### src/rtl/reg_file_param_if.sv
// Register-file access bundle: one write port and two combinational read ports.
// The master drives addresses, write data and write enable; the slave returns read data.
interface reg_file_param_if #(
  parameter int WIDTH  = 32,
  parameter int ADDR_W = 5
);
  logic              we;
  logic [ADDR_W-1:0] waddr;
  logic [WIDTH-1:0]  wdata;
  logic [ADDR_W-1:0] raddr1;
  logic [WIDTH-1:0]  rdata1;
  logic [ADDR_W-1:0] raddr2;
  logic [WIDTH-1:0]  rdata2;

  modport master (
    output we, waddr, wdata, raddr1, raddr2,
    input  rdata1, rdata2
  );

  modport slave (
    input  we, waddr, wdata, raddr1, raddr2,
    output rdata1, rdata2
  );
endinterface

### src/rtl/reg_file_param.sv
// Parametrised 2-read/1-write register file with optional hard-wired zero register.
// Define REG_FILE_BYPASS_EN to forward same-cycle write data onto a matching read port.
module reg_file_param #(
  parameter int WIDTH    = 32,
  parameter int ADDR_W   = 5,
  parameter bit ZERO_REG = 1'b1
) (
  input logic              clk,
  input logic              reset,
  reg_file_param_if.slave  bus
);
  localparam int DEPTH = 2 ** ADDR_W;

  logic [WIDTH-1:0] regs [DEPTH];
  logic             wr_ok;
  logic             fwd_ok;
  logic [WIDTH-1:0] rd1;
  logic [WIDTH-1:0] rd2;

  // Writes to the zero register are dropped here, so its flop never leaves reset.
  assign wr_ok  = bus.we && !(ZERO_REG && (bus.waddr == '0));
  assign fwd_ok = wr_ok && reset;

  always_ff @(posedge clk or negedge reset) begin
    if (!reset) begin
      for (int i = 0; i < DEPTH; i++) begin
        regs[i] <= '0;
      end
    end else if (wr_ok) begin
      regs[bus.waddr] <= bus.wdata;
    end
  end

  always_comb begin
    rd1 = regs[bus.raddr1];
    if (ZERO_REG && (bus.raddr1 == '0)) begin
      rd1 = '0;
    end
`ifdef REG_FILE_BYPASS_EN
    else if (fwd_ok && (bus.raddr1 == bus.waddr)) begin
      rd1 = bus.wdata;
    end
`endif
  end

  always_comb begin
    rd2 = regs[bus.raddr2];
    if (ZERO_REG && (bus.raddr2 == '0)) begin
      rd2 = '0;
    end
`ifdef REG_FILE_BYPASS_EN
    else if (fwd_ok && (bus.raddr2 == bus.waddr)) begin
      rd2 = bus.wdata;
    end
`endif
  end

`ifndef REG_FILE_BYPASS_EN
  // Forwarding qualifier only feeds the bypass mux; keep it observable-free otherwise.
  logic unused_fwd;
  assign unused_fwd = fwd_ok;
`endif

  assign bus.rdata1 = rd1;
  assign bus.rdata2 = rd2;
endmodule

### src/flat_wrapper.sv
// flat-port wrapper written by rule: the top's interface ports become plain ports
module reg_file_param_flat 
#(
  parameter int WIDTH    = 32,
  parameter int ADDR_W   = 5,
  parameter bit ZERO_REG = 1'b1
)
  (clk, reset, bus_we, bus_waddr, bus_wdata, bus_raddr1, bus_raddr2, bus_rdata1, bus_rdata2);
  reg_file_param_if #(.WIDTH(WIDTH), .ADDR_W(ADDR_W)) bus_i ();
  input logic clk;
  input logic reset;
  input wire logic [$bits(bus_i.we)-1:0] bus_we;
  input wire logic [$bits(bus_i.waddr)-1:0] bus_waddr;
  input wire logic [$bits(bus_i.wdata)-1:0] bus_wdata;
  input wire logic [$bits(bus_i.raddr1)-1:0] bus_raddr1;
  input wire logic [$bits(bus_i.raddr2)-1:0] bus_raddr2;
  output wire logic [$bits(bus_i.rdata1)-1:0] bus_rdata1;
  output wire logic [$bits(bus_i.rdata2)-1:0] bus_rdata2;
  assign bus_i.we = bus_we;
  assign bus_i.waddr = bus_waddr;
  assign bus_i.wdata = bus_wdata;
  assign bus_i.raddr1 = bus_raddr1;
  assign bus_i.raddr2 = bus_raddr2;
  assign bus_rdata1 = bus_i.rdata1;
  assign bus_rdata2 = bus_i.rdata2;
  reg_file_param #(.WIDTH(WIDTH), .ADDR_W(ADDR_W), .ZERO_REG(ZERO_REG)) u_core (.clk(clk), .reset(reset), .bus(bus_i));
endmodule
### config.mk
export PLATFORM = sky130hd
export DESIGN_NAME = reg_file_param_flat
export DESIGN_NICKNAME = d
export VERILOG_FILES = /design/src/rtl/reg_file_param_if.sv /design/src/rtl/reg_file_param.sv /design/src/flat_wrapper.sv
export SDC_FILE = /design/constraint.sdc
export NUM_CORES = 2
export LEC_CHECK = 0
export CORE_MARGIN = 2
export CORE_UTILIZATION = 35
export CTS_CLUSTER_SIZE = 14
export DETAILED_ROUTE_END_ITERATION = 8
export GPL_TIMING_DRIVEN = 0
export SYNTH_ARGS = -nofsm -noshare
export SYNTH_HDL_FRONTEND = slang
export SYNTH_SLANG_ARGS = --single-unit
### constraint.sdc
create_clock -name clk -period 2.5 [get_ports clk]
set_input_delay 0.625 -clock clk [delete_from_list [all_inputs] [get_ports clk]]
set_output_delay 0.625 -clock clk [all_outputs]
set_load 0.02 [all_outputs]
After elaboration in Yosys (flattened, before gate mapping) --
Index checks and enable logic that the tools add are counted.
Storage, ports and cells: bits in registers 1024, input bits 50, output and inout port bits 64, logic and storage cells 56
Operators by class: order comparisons 4, multiplexer cells 11, bitwise gates (word level) 3, reductions and logical operators 6
Operators by type and width (number):
- $bwmux W1024 | 1
- $bmux W32 S5 | 2
- $mux W32 | 7
- $demux W32 S5 | 1
- $ge A6 B6 Y1 const B | 3
- $not A5 Y6 | 3
- $logic_not A5 Y1 | 3
- $lt A6 B1 Y1 const B | 1
- $logic_and A1 B1 Y1 | 2
- $logic_not A1 Y1 | 1

Depth between registers and ports, before layout --
depth in word-level cells 6, mapped depth 7, depth with buffers taken out 4

Least setup slack after synthesis --
OpenSTA, ideal clock, no wires.
kind input -> output, start input bus_raddr2[0], end output bus_rdata2[11], arrival 2.212 ns, data required time 1.875 ns, setup slack -0.337 ns, stages 7, buffers on the path 4, cell sequence buf_4 inv_2 buf_2 buf_6 clkbuf_1 o2111ai_1 a311oi_1
On the way: longest elaborated chain between the ends 5, elaborated cells between the ends (all ways) 6, classes of those cells 4 x mux; 1 x bitwise; 1 x reduce/logical
Ends and longest elaborated chain:
- from (decl) | line flat_wrapper.sv:16 | input wire logic [$bits(bus_i.raddr2)-1:0] bus_raddr2;
- $not A5 Y6 (not written as such) | line reg_file_param.sv:47 | rd2 = regs[bus.raddr2];
- $bmux W32 S5 | line reg_file_param.sv:47
- $mux W32 (not written as such) (2 in a row) | line reg_file_param.sv:47
- $mux W32 (*) | line reg_file_param.sv:48 | if (ZERO_REG && (bus.raddr2 == '0)) begin
- to (decl) | line flat_wrapper.sv:18 | output wire logic [$bits(bus_i.rdata2)-1:0] bus_rdata2;
Every way passes the cells marked *; elsewhere a longest branch is shown, timed or not. The select of a mux whose other input is x is not followed.

Worst setup path after layout --
start register u_core.regs[963] (netlist bit), end output bus_rdata2[3]
On the way: longest elaborated chain between the ends 4
Ends and longest elaborated chain:
- from (decl) | line reg_file_param.sv:14 | logic [WIDTH-1:0] regs [DEPTH];
- from (signal, indexed assignment) | line reg_file_param.sv:30 | regs[bus.waddr] <= bus.wdata;
- $bmux W32 S5 | line reg_file_param.sv:47
- $mux W32 (not written as such) (2 in a row) | line reg_file_param.sv:47
- $mux W32 | line reg_file_param.sv:48
Every way passes these cells. The select of a mux whose other input is x is not followed.

==> results.sh <==
export IMPL_status="finished with violations"
export IMPL_violations="negative hold slack, negative setup slack"
export IMPL_synth_commonest_cells="1,024 x dfrtp_1, 1,007 x mux2_2, 447 x mux4_2"
export IMPL_top_register="u_core.regs"
export IMPL_antenna_found_initial=13
export IMPL_synthesis_area_um2=54800
export IMPL_final_hold_violation_count=85
export IMPL_num_vias=39400
export IMPL_clock_skew_ps=0
export IMPL_drtIter0Drc=4951
export IMPL_fin_util=0.440
export IMPL_finalWorstSetupSlack_ps=-659
export IMPL_ant_nets=0
export IMPL_dieArea_um2=160000
export IMPL_drive_gt1_frac=0.612
export IMPL_comb_power_share=0.242
export IMPL_post_drt_wl_per_cell_um=40.8
export IMPL_synth_edf_count=0
export IMPL_cp_top_family="multiplexers"
export IMPL_clock_latency_ps=790
export IMPL_worst_slew_pin_slew_ps=1130
export IMPL_p_sw_mw=15.9
export IMPL_syn_to_final_growth_pct=25.1
export IMPL_drv_cap=0
export IMPL_p_int_mw=37.4
export IMPL_synth_area_leaders="dfrtp_1 47%, mux2_2 21%, mux4_2 18%"
export IMPL_ios=114
export IMPL_syn_inst=3613
export IMPL_power_mw=53.3
export IMPL_ys_flop_type="dfrtp_1"
export IMPL_critical_path_arrival_ps=2530
export IMPL_num_nets_final=3983
export IMPL_rows=145
export IMPL_ys_ff_latch=1024
export IMPL_yosysTopAreaCell="dfrtp_1"
export IMPL_cts_tree="done"
export IMPL_worst_ep_required_time_ps=1880
export IMPL_ys_seq_area_frac=0.468
export IMPL_slowest_delay_ps=470
export IMPL_worstSetupPathType="reg -> out"
export IMPL_endpoint_kind="output pin"
export IMPL_htreeDepth=3
export IMPL_fillers=13600
export IMPL_path_cells="mux4_2 > nor2b_4 > a211oi_4 > a311oi_2 > buf_4"
export IMPL_cp_start_kind="flip-flop"
export IMPL_drc=0
export IMPL_p_per_area_nw_per_um2=778
export IMPL_vias_per_cell=6.46
export IMPL_peakVddDrop_v=0.000598
export IMPL_clk_pin_slew_ps=60
export IMPL_period_share=1.26
export IMPL_initial_core_util=0.351
export IMPL_clock_sinks=1024
export IMPL_syn_avg_cell_area_um2=15.2
export IMPL_synth_fp_nets=3663
export IMPL_slew_headroom=0.246
export IMPL_grt_overflow=0
export IMPL_clkPwrFrac=0.344
export IMPL_cts_made_buffers=113
export IMPL_final_cell_count_no_fill=6095
export IMPL_synth_warnings=0
export IMPL_synth_top_area_share=0.468
export IMPL_max_freq_mhz=317
export IMPL_grt_max_degree=172
export IMPL_r2r_end="u_core.regs[785]"
export IMPL_synthArstFlopShare=1.00
export IMPL_min_path_type="in -> async"
export IMPL_place_inst=5783
export IMPL_synthDistinctLibCells=37
export IMPL_p_leak_nw=28.7
export IMPL_worst_path_buf_inv=1
export IMPL_ff2ff_setup_slack_ps=1470
export IMPL_drv_slew=0
export IMPL_swShare=0.298
export IMPL_largest_reg_flops=1024
export IMPL_rsz0062_at_grt="true"
export IMPL_routed_wl_um=249000
export IMPL_slowest_stage="mux4_2"
export IMPL_dp_hpwl_um=161000
export IMPL_p_seq_frac=0.414
export IMPL_reg_top3="u_core.regs (1024)"
export IMPL_die_w_um=400
export IMPL_finalWeightedCongestion=0.988
export IMPL_critPathMaxFanout=3
export IMPL_grt_pass1_vias=39200
export IMPL_reg2regPathDepth=3
export IMPL_grt_pass1_wl_um=334000
export IMPL_io_buffers=105
export IMPL_period_needed_ps=3160
export IMPL_die_h_um=400
export IMPL_setup_viol=113
export IMPL_post_synth_top_count_cell="dfrtp_1"
export IMPL_whs_ps=-56.7
export IMPL_firstDrtPassIters=6
export IMPL_cts_buffer_depth=3
export IMPL_r2r_start="u_core.regs[785]"
export IMPL_clock_root_buffer="clkbuf_16"
export IMPL_coreArea_um2=156000
export IMPL_grtUsageTotal=0.308
layout by cell type (no fill, tap or decap), types with 15 or more instances in the layout:
cell type	Yosys	routed
mux2_2	1007	960
buf_2	139	80
buf_16	0	30
a22oi_1	64	43
a211oi_4	0	27
buf_12	0	64
nor2_2	11	15
dfrtp_1	1024	1024
nor2b_1	66	39
clkdlybuf4s50_1	0	38
clkbuf_1	182	147
mux2_4	0	47
mux4_2	447	447
mux2_1	49	49
buf_6	43	82
mux2i_1	128	119
a221oi_2	0	36
nand2_1	50	50
clkbuf_16	0	129
a311oi_4	0	36
buf_8	2	34
o21ai_4	0	31
nor2b_4	2	26
a22oi_2	0	21
a311oi_2	0	28
buf_4	57	108
a211oi_2	0	37
clkinv_2	0	20
o21ai_1	92	20
o21ai_2	0	60
clkbuf_8	0	55
power groups by stage:
stage	clock (mW)	combinational [mW]	sequential, mW
2_1_floorplan	0	7.88	21.4
3_3_place_gp	0	10.7	22.2
3_5_place_dp	0	11.1	22.2
4_1_cts	18.3	12.4	21.9
5_1_grt	19.0	13.4	22.4
6_report	18.3	12.9	22.1
worst max path at each step:
stage,start,end,slack (ps),cells past startpoint
2_1_floorplan,bus_raddr1[1],bus_rdata1[0],-100,7
3_3_place_gp,reset,u_core.regs[390],-47510,1
4_1_cts,u_core.regs[769],bus_rdata2[1],-620,5
3_5_place_dp,bus_raddr1[3],bus_rdata1[10],-2910,7
5_1_grt,u_core.regs[611],bus_rdata2[3],-660,5
6_report,u_core.regs[963],bus_rdata2[3],-660,5
kinds of logic after synthesis:
| logic type | Yosys count | synth area share |
|---|---|---|
| muxes | 1632 | 0.425 |
| and+or+nand+nor | 164 | 0.0166 |
| AOI/OAI and AO/OA | 367 | 0.0482 |
| buffers and inverters | 426 | 0.0426 |
| DFF | 1024 | 0.468 |
metrics by stage:
| stage | worst slack [ps] | area [um^2] | setup TNS (ps) |
|---|---|---|---|
| global placement | -47510 | 59300 | - |
| global route | -659 | 68500 | -36400 |
| floorplan | -98.2 | 55700 | -4930 |
| CTS | -622 | 67700 | -35160 |
| detailed placement | -2910 | 59500 | -834760 |
| finish | -659 | 68500 | -38220 |
metal layers:
metal  share of wire  global-route usage  vias to the layer above
met5          0.0012                   0                        -
met4           0.076               0.201                        8
met3            0.12               0.113                      747
met2            0.42               0.437                     2570
met1            0.38               0.394                    21400
li1                -                   -                    14700
repair_timing:
| action | 4_1_cts | 5_1_grt |
|---|---|---|
| buffers inserted | 57 | 19 |
| gates cloned | 12 | 6 |
| hold endpoints to repair | 1 | 12 |
| hold buffers | 1 | 3 |
| gates resized for setup | 1081 | 101 |
| pin swaps | 116 | 58 |
| setup endpoints to repair | 207 | 223 |
worst reg2reg max path, cell delays in order, from the launching register on:
cell and delay (ps):
dfrtp_1 400, buf_4 140, buf_4 120, mux2_2 260
area by class of cell:
cell class	count	area, um^2	share of cell area
clock inverters	45	639	0.00933
multi-input cells	2163	29700	0.433
repair buffers	210	2550	0.0373
diodes	7	17.5	0.000256
plain buffers	419	4030	0.0587
clock buffers	167	3390	0.0495
flip-flops and latches	1024	25600	0.374
well taps	2058	2570	0.0376
inverters	2	7.51	0.000110
Note: power is estimated with default switching activity, not from simulation.
